==> src/rtl/decim_fifo_pkg.sv <==
// Shared defaults and derived widths for the decimating averager and its output FIFO.
package decim_pkg;

  localparam int unsigned DEF_DW    = 12;
  localparam int unsigned DEF_LOG2R = 2;
  localparam int unsigned DEF_DEPTH = 4;

  // Accumulator holds R samples of DW bits without wrap.
  localparam int unsigned ACC_W = DEF_DW + DEF_LOG2R;
  // FIFO occupancy needs one bit beyond the pointer width to represent "full".
  localparam int unsigned CNT_W = $clog2(DEF_DEPTH) + 1;

  function automatic int unsigned acc_width(input int unsigned dw, input int unsigned log2r);
    return dw + log2r;
  endfunction

  function automatic int unsigned cnt_width(input int unsigned depth);
    return $clog2(depth) + 1;
  endfunction

endpackage

==> src/rtl/decim_fifo_if.sv <==
// Sample stream in, decimated FWFT stream out, plus status.
interface decim_fifo_if
  import decim_pkg::*;
#(
  parameter int unsigned DW    = DEF_DW,
  parameter int unsigned CNT_W = cnt_width(DEF_DEPTH)
) ();

  logic                    flush;
  logic                    din_valid;
  logic signed [DW-1:0]    din;
  logic signed [DW-1:0]    dout;
  logic                    dout_valid;
  logic                    dout_ready;
  logic        [CNT_W-1:0] fill_level;
  logic                    overflow;

  modport master (
    output flush, din_valid, din, dout_ready,
    input  dout, dout_valid, fill_level, overflow
  );

  modport slave (
    input  flush, din_valid, din, dout_ready,
    output dout, dout_valid, fill_level, overflow
  );

endinterface

==> src/rtl/decim_fifo_sync_fifo.sv <==
// First-word-fall-through synchronous FIFO with flush and occupancy count.
// While empty the output holds the last popped word (zero after reset).
module sync_fifo
  import decim_pkg::*;
#(
  parameter int unsigned DW    = DEF_DW,
  parameter int unsigned DEPTH = DEF_DEPTH,
  parameter int unsigned CNT_W = cnt_width(DEPTH)
) (
  input  logic             clk,
  input  logic             rst_n,
  input  logic             i_flush,
  input  logic             i_push,
  input  logic [DW-1:0]    i_wdata,
  input  logic             i_pop,
  output logic [DW-1:0]    o_rdata,
  output logic             o_valid,
  output logic [CNT_W-1:0] o_count,
  output logic             o_full
);

  localparam int unsigned AW = $clog2(DEPTH);

  logic [DW-1:0]    r_mem [DEPTH];
  logic [AW-1:0]    r_wr_ptr;
  logic [AW-1:0]    r_rd_ptr;
  logic [CNT_W-1:0] r_count;
  logic [DW-1:0]    r_hold;

  logic w_empty;
  logic w_full;
  logic w_pop;
  logic w_push;

  // Handshake qualification: a pop frees a slot, so a full FIFO can still accept a push.
  always_comb begin
    w_empty = (r_count == '0);
    w_full  = (r_count == CNT_W'(DEPTH));
    w_pop   = i_pop && !w_empty;
    w_push  = i_push && (!w_full || w_pop);
    o_valid = !w_empty;
    o_full  = w_full;
    o_count = r_count;
    o_rdata = w_empty ? r_hold : r_mem[r_rd_ptr];
  end

  // Storage write; contents are never reset.
  always_ff @(posedge clk) begin
    if (rst_n && !i_flush && w_push) begin
      r_mem[r_wr_ptr] <= i_wdata;
    end
  end

  // Pointers, occupancy and held output word.
  always_ff @(posedge clk) begin
    if (!rst_n) begin
      r_wr_ptr <= '0;
      r_rd_ptr <= '0;
      r_count  <= '0;
      r_hold   <= '0;
    end else if (i_flush) begin
      r_wr_ptr <= '0;
      r_rd_ptr <= '0;
      r_count  <= '0;
    end else begin
      if (w_push) begin
        r_wr_ptr <= r_wr_ptr + 1'b1;
      end
      if (w_pop) begin
        r_rd_ptr <= r_rd_ptr + 1'b1;
        r_hold   <= r_mem[r_rd_ptr];
      end
      if (w_push && !w_pop) begin
        r_count <= r_count + 1'b1;
      end else if (w_pop && !w_push) begin
        r_count <= r_count - 1'b1;
      end
    end
  end

endmodule

==> src/rtl/decim_fifo.sv <==
// Decimate-by-R block averager (round-half-up) feeding a FWFT output FIFO.
module decim_fifo
  import decim_pkg::*;
#(
  parameter int unsigned DW    = DEF_DW,
  parameter int unsigned LOG2R = DEF_LOG2R,
  parameter int unsigned DEPTH = DEF_DEPTH
) (
  input  logic         clk,
  input  logic         rst_n,
  decim_fifo_if.slave  bus
);

  localparam int unsigned AW_ACC = acc_width(DW, LOG2R);
  localparam int unsigned CW     = cnt_width(DEPTH);
  localparam logic signed [AW_ACC-1:0] RND = AW_ACC'(1) << (LOG2R - 1);

  logic signed [AW_ACC-1:0] r_acc;
  logic        [LOG2R-1:0]  r_phase;
  logic                     r_ovf;

  logic signed [AW_ACC-1:0] w_din_ext;
  logic signed [AW_ACC-1:0] w_sum;
  logic signed [AW_ACC-1:0] w_rnd;
  logic        [DW-1:0]     w_avg;
  logic                     w_last;
  logic                     w_push;
  logic                     w_pop;
  logic                     w_valid;
  logic                     w_full;
  logic        [CW-1:0]     w_count;

  // Group sum including the current sample, rounded average and push/pop decode.
  // The sum of R in-range samples plus R/2 cannot exceed ACC_W signed range.
  always_comb begin
    w_din_ext = {{LOG2R{bus.din[DW-1]}}, bus.din};
    w_sum     = r_acc + w_din_ext;
    w_rnd     = w_sum + RND;
    w_avg     = DW'(w_rnd >>> LOG2R);
    w_last    = bus.din_valid && (r_phase == '1);
    w_push    = w_last && !bus.flush;
    w_pop     = bus.dout_ready && w_valid;
  end

  // Accumulator, phase counter and sticky overflow flag.
  always_ff @(posedge clk) begin
    if (!rst_n) begin
      r_acc   <= '0;
      r_phase <= '0;
      r_ovf   <= 1'b0;
    end else if (bus.flush) begin
      r_acc   <= '0;
      r_phase <= '0;
      r_ovf   <= 1'b0;
    end else begin
      if (bus.din_valid) begin
        if (w_last) begin
          r_acc   <= '0;
          r_phase <= '0;
        end else begin
          r_acc   <= w_sum;
          r_phase <= r_phase + 1'b1;
        end
      end
      if (w_push && w_full && !w_pop) begin
        r_ovf <= 1'b1;
      end
    end
  end

  sync_fifo #(
    .DW    (DW),
    .DEPTH (DEPTH),
    .CNT_W (CW)
  ) u_fifo (
    .clk     (clk),
    .rst_n   (rst_n),
    .i_flush (bus.flush),
    .i_push  (w_push),
    .i_wdata (w_avg),
    .i_pop   (bus.dout_ready),
    .o_rdata (bus.dout),
    .o_valid (w_valid),
    .o_count (w_count),
    .o_full  (w_full)
  );

  assign bus.dout_valid = w_valid;
  assign bus.fill_level = w_count;
  assign bus.overflow   = r_ovf;

endmodule

==> src/flat_wrapper.sv <==
// flat-port wrapper written by rule: the top's interface ports become plain ports
module decim_fifo_flat import decim_pkg::*;
#(
  parameter int unsigned DW    = DEF_DW,
  parameter int unsigned LOG2R = DEF_LOG2R,
  parameter int unsigned DEPTH = DEF_DEPTH
)
  (clk, rst_n, bus_flush, bus_din_valid, bus_din, bus_dout_ready, bus_dout, bus_dout_valid, bus_fill_level, bus_overflow);
  decim_fifo_if #(.DW(DW), .CNT_W(CNT_W)) bus_i ();
  input  logic clk;
  input  logic rst_n;
  input wire logic [$bits(bus_i.flush)-1:0] bus_flush;
  input wire logic [$bits(bus_i.din_valid)-1:0] bus_din_valid;
  input wire logic [$bits(bus_i.din)-1:0] bus_din;
  input wire logic [$bits(bus_i.dout_ready)-1:0] bus_dout_ready;
  output wire logic [$bits(bus_i.dout)-1:0] bus_dout;
  output wire logic [$bits(bus_i.dout_valid)-1:0] bus_dout_valid;
  output wire logic [$bits(bus_i.fill_level)-1:0] bus_fill_level;
  output wire logic [$bits(bus_i.overflow)-1:0] bus_overflow;
  assign bus_i.flush = bus_flush;
  assign bus_i.din_valid = bus_din_valid;
  assign bus_i.din = bus_din;
  assign bus_i.dout_ready = bus_dout_ready;
  assign bus_dout = bus_i.dout;
  assign bus_dout_valid = bus_i.dout_valid;
  assign bus_fill_level = bus_i.fill_level;
  assign bus_overflow = bus_i.overflow;
  decim_fifo #(.DW(DW), .LOG2R(LOG2R), .DEPTH(DEPTH)) u_core (.clk(clk), .rst_n(rst_n), .bus(bus_i));
endmodule
==> config.mk <==
export PLATFORM = sky130hd
export DESIGN_NAME = decim_fifo_flat
export DESIGN_NICKNAME = d
export VERILOG_FILES = /design/src/rtl/decim_fifo_pkg.sv /design/src/rtl/decim_fifo_if.sv /design/src/rtl/decim_fifo_sync_fifo.sv /design/src/rtl/decim_fifo.sv /design/src/flat_wrapper.sv
export SDC_FILE = /design/constraint.sdc
export NUM_CORES = 1
export LEC_CHECK = 0
export CAP_MARGIN = 20
export CORE_ASPECT_RATIO = 1.5
export CORE_MARGIN = 5
export CORE_UTILIZATION = 58
export DETAILED_ROUTE_END_ITERATION = 16
export PLACE_DENSITY = 0.76
export RECOVER_POWER = 50
export SYNTH_ARGS = -nofsm -noshare
export SYNTH_HDL_FRONTEND = slang
export SYNTH_SLANG_ARGS = --single-unit
==> constraint.sdc <==
create_clock -name clk -period 3.7 [get_ports clk]
set_input_delay 0.74 -clock clk [delete_from_list [all_inputs] [get_ports clk]]
set_output_delay 0.74 -clock clk [all_outputs]
set_load 0.1 [all_outputs]
==> run_results.csv, run 1 <==
group,metric,value,unit
critical_path,cp.required,3.82,ns
clocking,cts_buffer_depth,2,
critical_path,r2r-end,"u_core.u_fifo.r_mem[0][7]",
power_and_ir_drop,p_leak,1.830,nW
routing,drcViolationCount,0,
sta,slew_viol_final,0,
layout,nets,444,
power_and_ir_drop,power_density,395.0,nW/um2
synthesis,syn_nets,407,
floorplan,die_w,81,um
sta,final_hold_viol_count,0,
grt,grt_pass1_wl,13120,um
sta,rsz0062_at_grt,"no",
floorplan,io_pins,34,
sta,worst_pin_slew,0.9726,ns
floorplan,initial_core_util,59.89,%
routing,drtAntennaViolNets,0,
clocking,clk_latency,0.35,ns
floorplan,die_h,116.5,um
synthesis,ys_ff_latch,86,
grt,grt_use_total,18.18,%
critical_path,cp-start-kind,"input port",
critical_path,reg2reg_slack,0.90,ns
routing,drt_iter0_drc,94,
synthesis,synth-xor-area-share,6.705,%
layout,layout_common_cells,"edfxtp_1 (48), dfxtp_1 (38), nand2_1 (37)",
layout,fillers,580,
floorplan,core_area,7322,um2
floorplan,num_rows,38,
clocking,cts_setup_buffers,0,
synthesis,ys_types,54,
power_and_ir_drop,ir_drop,0.0002240,V
critical_path,path_cells,"dlygate4sd3_1 > ha_1 > inv_1 > fa_1 > nand2b_2 > a21oi_2 > xor2_1 > nand3_2 > nor4_4 > nand2_1 > xnor2_1",
min_path,hold_class,"reg -> reg",
grt,antenna_found_initial,0,
synthesis,avgSynthCellArea,11.92,um2
synthesis,ys.warnings.count,0,
min_path,hold_start,"u_core.u_fifo.r_hold[4]",
sta,layout_min_cycle_time,3.400,ns
place,numPortBuffers,33,
synthesis,yosysSeqAreaShare,50.21,%
status,status,"completed",
place,dpl.cell_count,494,
critical_path,worstRegToRegCells,10,
synthesis,synth-simple-area-share,13.24,%
routing,first_pass_iters,4,
critical_path,regToRegStartpoint,"u_core.r_acc[0]",
critical_path,path_depth,11,
clocking,clk_pin_slew,0.08,ns
synthesis,synth_top_family_by_area,"simple AND/OR/NAND/NOR gates",
place,hpwl,5804,um
layout,seqCellArea,2202,um2
min_path,hold_end,"u_core.u_fifo.r_hold[4]",
sta,relSlewSlack,34.94,%
grt,grt_overflow_total,0,
routing,finalWirelength,7913,um
routing,vias,2789,
grt,grt_max_degree,26,
routing,avgRoutedWirePerCell,15.52,um
routing,via_per_inst,5.469,
layout,diodes,0,
synthesis,synthArstFlopShare,0,%
critical_path,crit_arrival,3.52,ns
synthesis,synth_adder_area_share,6.619,%
clocking,cts_hold_buf,0,
clocking,cts_sinks,86,
sta,max_freq,294.1,MHz
layout,final_common_cell,"edfxtp_1",
sta,finClkSkew,0.01326,ns
layout,multiInputGateArea,2083,um2
critical_path,critPathBufInv,2,
critical_path,cp_slowest_stage_delay,0.53,ns
critical_path,critPathTopFamily,"simple AND/OR/NAND/NOR gates",
sta,fin_crit_sh,91.88,%
critical_path,crit_slowest_cell,"dlygate4sd3_1",
clocking,htreeDepth,3,
synthesis,syn_inst,368,
layout,finish.utilization,68.52,%
run,drv_cap,0,
min_path,hold_depth,2,
layout,fin_cells,510,
clocking,cts-root-buf,"clkbuf_8",
sta,setup_tns,0,ns
floorplan,die-area,9436,um2
synthesis,synth_edf_count,48,
synthesis,synth.mux.area_fraction,10.84,%
place,gp_congestion,0.8644,
sta,setup_viol,0,
clocking,cts_tree,"built",
layout,area_growth,14.41,%
synthesis,synth_compound_area_share,10.27,%
layout,drive_gt1_share,18.78,%
synthesis,netlist_area,4385,um2
critical_path,setup.worst_path.end_class,"flop",
critical_path,critPathKind,"in -> reg",
grt,grt_pass1_vias,2820,
clocking,ctsResizeCount,0,
critical_path,worst-path-max-fanout,4,
clocking,numCtsBuffers,9,
synthesis,dominantRegCellSynth,"edfxtp_1",
## flip-flops by register name (all words and copies together) (netlist names), named ones only
register,count
u_core.u_fifo.r_wr_ptr,2
u_core.bus.overflow,1
u_core.r_phase,2
u_core.r_acc,14
u_core.u_fifo.r_mem,48
u_core.u_fifo.r_hold,12
u_core.u_fifo.o_count,3
u_core.u_fifo.r_rd_ptr,2
## worst register-to-register path: stages, from the launching register on
cell	delay, ns
dfxtp_1	0.34
ha_1	0.20
inv_1	0.07
fa_1	0.41
nand2b_2	0.22
a21oi_2	0.13
xor2_1	0.26
nand3_2	0.14
nor4_4	0.38
nand2_1	0.11
xnor2_1	0.32
## worst max path at each step
stage	startpoint	end	slack [ns]
after detailed placement	bus_din[0]	u_core.u_fifo.r_mem[2][10]	0.07
after CTS	bus_din[0]	u_core.u_fifo.r_mem[3][11]	0.38
after floorplan	u_core.u_fifo.o_count[0]	bus_dout[10]	0.17
after global routing	bus_din[0]	u_core.u_fifo.r_mem[0][11]	0.16
final	bus_din[0]	u_core.u_fifo.r_mem[0][7]	0.30
after global placement	bus_din[0]	u_core.u_fifo.r_mem[0][10]	0.12
## cell families after synthesis
family          count (synthesis)
flops                          86
buf+inv                        24
simple gates                  115
xor+xnor                       28
mux                            31
compound gates                 62
fa+ha+maj                      22
## cells in the mapped netlist, drive strengths merged, types with 2 or more instances
| cell type | n | area (um2) |
|---|---|---|
| a211oi | 3 | 37.54 |
| a21boi | 12 | 90.09 |
| a21o | 2 | 15.01 |
| a21oi | 24 | 123.9 |
| a41oi | 2 | 25.03 |
| and3 | 4 | 25.02 |
| buf | 3 | 13.76 |
| clkbuf | 12 | 45.04 |
| dfxtp | 38 | 760.7 |
| edfxtp | 48 | 1441 |
| fa | 2 | 40.04 |
| ha | 20 | 250.2 |
| inv | 9 | 33.78 |
| mux2 | 12 | 135.1 |
| mux2i | 7 | 70.07 |
| mux4 | 12 | 270.3 |
| nand2 | 37 | 138.9 |
| nand2b | 2 | 15.02 |
| nand3 | 7 | 40.04 |
| nand4 | 2 | 12.51 |
| nor2 | 33 | 123.9 |
| nor2b | 15 | 93.84 |
| nor3 | 6 | 35.03 |
| nor4 | 2 | 42.54 |
| o211ai | 2 | 20.02 |
| o21a | 2 | 15.01 |
| o21ai | 8 | 51.30 |
| or3 | 2 | 12.51 |
| xnor2 | 14 | 137.6 |
| xor2 | 14 | 156.4 |
## routing by layer
metal / track usage [%] / vias up / wire length [um]
met2: 31.82 / 48 / 4173
met5: 0 / - / 0
met3: 3.164 / 18 / 203
met4: 8.005 / 0 / 216
li1: - / 1404 / -
met1: 21.71 / 1319 / 3319
## power by group
part	switching (W)	internal, W
Combinational	0.000143	0.0000974
Sequential	0.00000374	0.00104
Clock	0.000327	0.000375
## per-stage QoR
| stage | total power (W) | worst slack (ns) | hold WS (ns) | instance area (um2) |
|---|---|---|---|---|
| detailed placement | 0.001303 | 0.06924 | 0.4575 | 4810 |
| CTS | 0.001999 | 0.3825 | 0.4690 | 5029 |
| floorplan | 0.001235 | 0.1715 | 0.4409 | 4393 |
| global placement | 0.001297 | 0.1244 | 0.4498 | 4810 |
| global route | 0.002069 | 0.1611 | 0.4881 | 5017 |
| finish | 0.001982 | 0.3004 | 0.4651 | 5017 |
## cell type report
class                           count  area share (%)
Clock inverter                      4           1.047
Clock buffer                       12           3.317
Timing Repair Buffer               41           7.057
Tap cell                          100           2.494
Sequential cell                    86           43.89
Inverter                            9          0.6733
Multi-Input combinational cell    258           41.52
No activity file was read; power rests on OpenSTA's default activity.
==> run 2, diff against run 1 <==
CAP_MARGIN = default   (was 20)
==> results of run 2 <==
No change in the layout: final DEF, timing and power equal those of run 1.
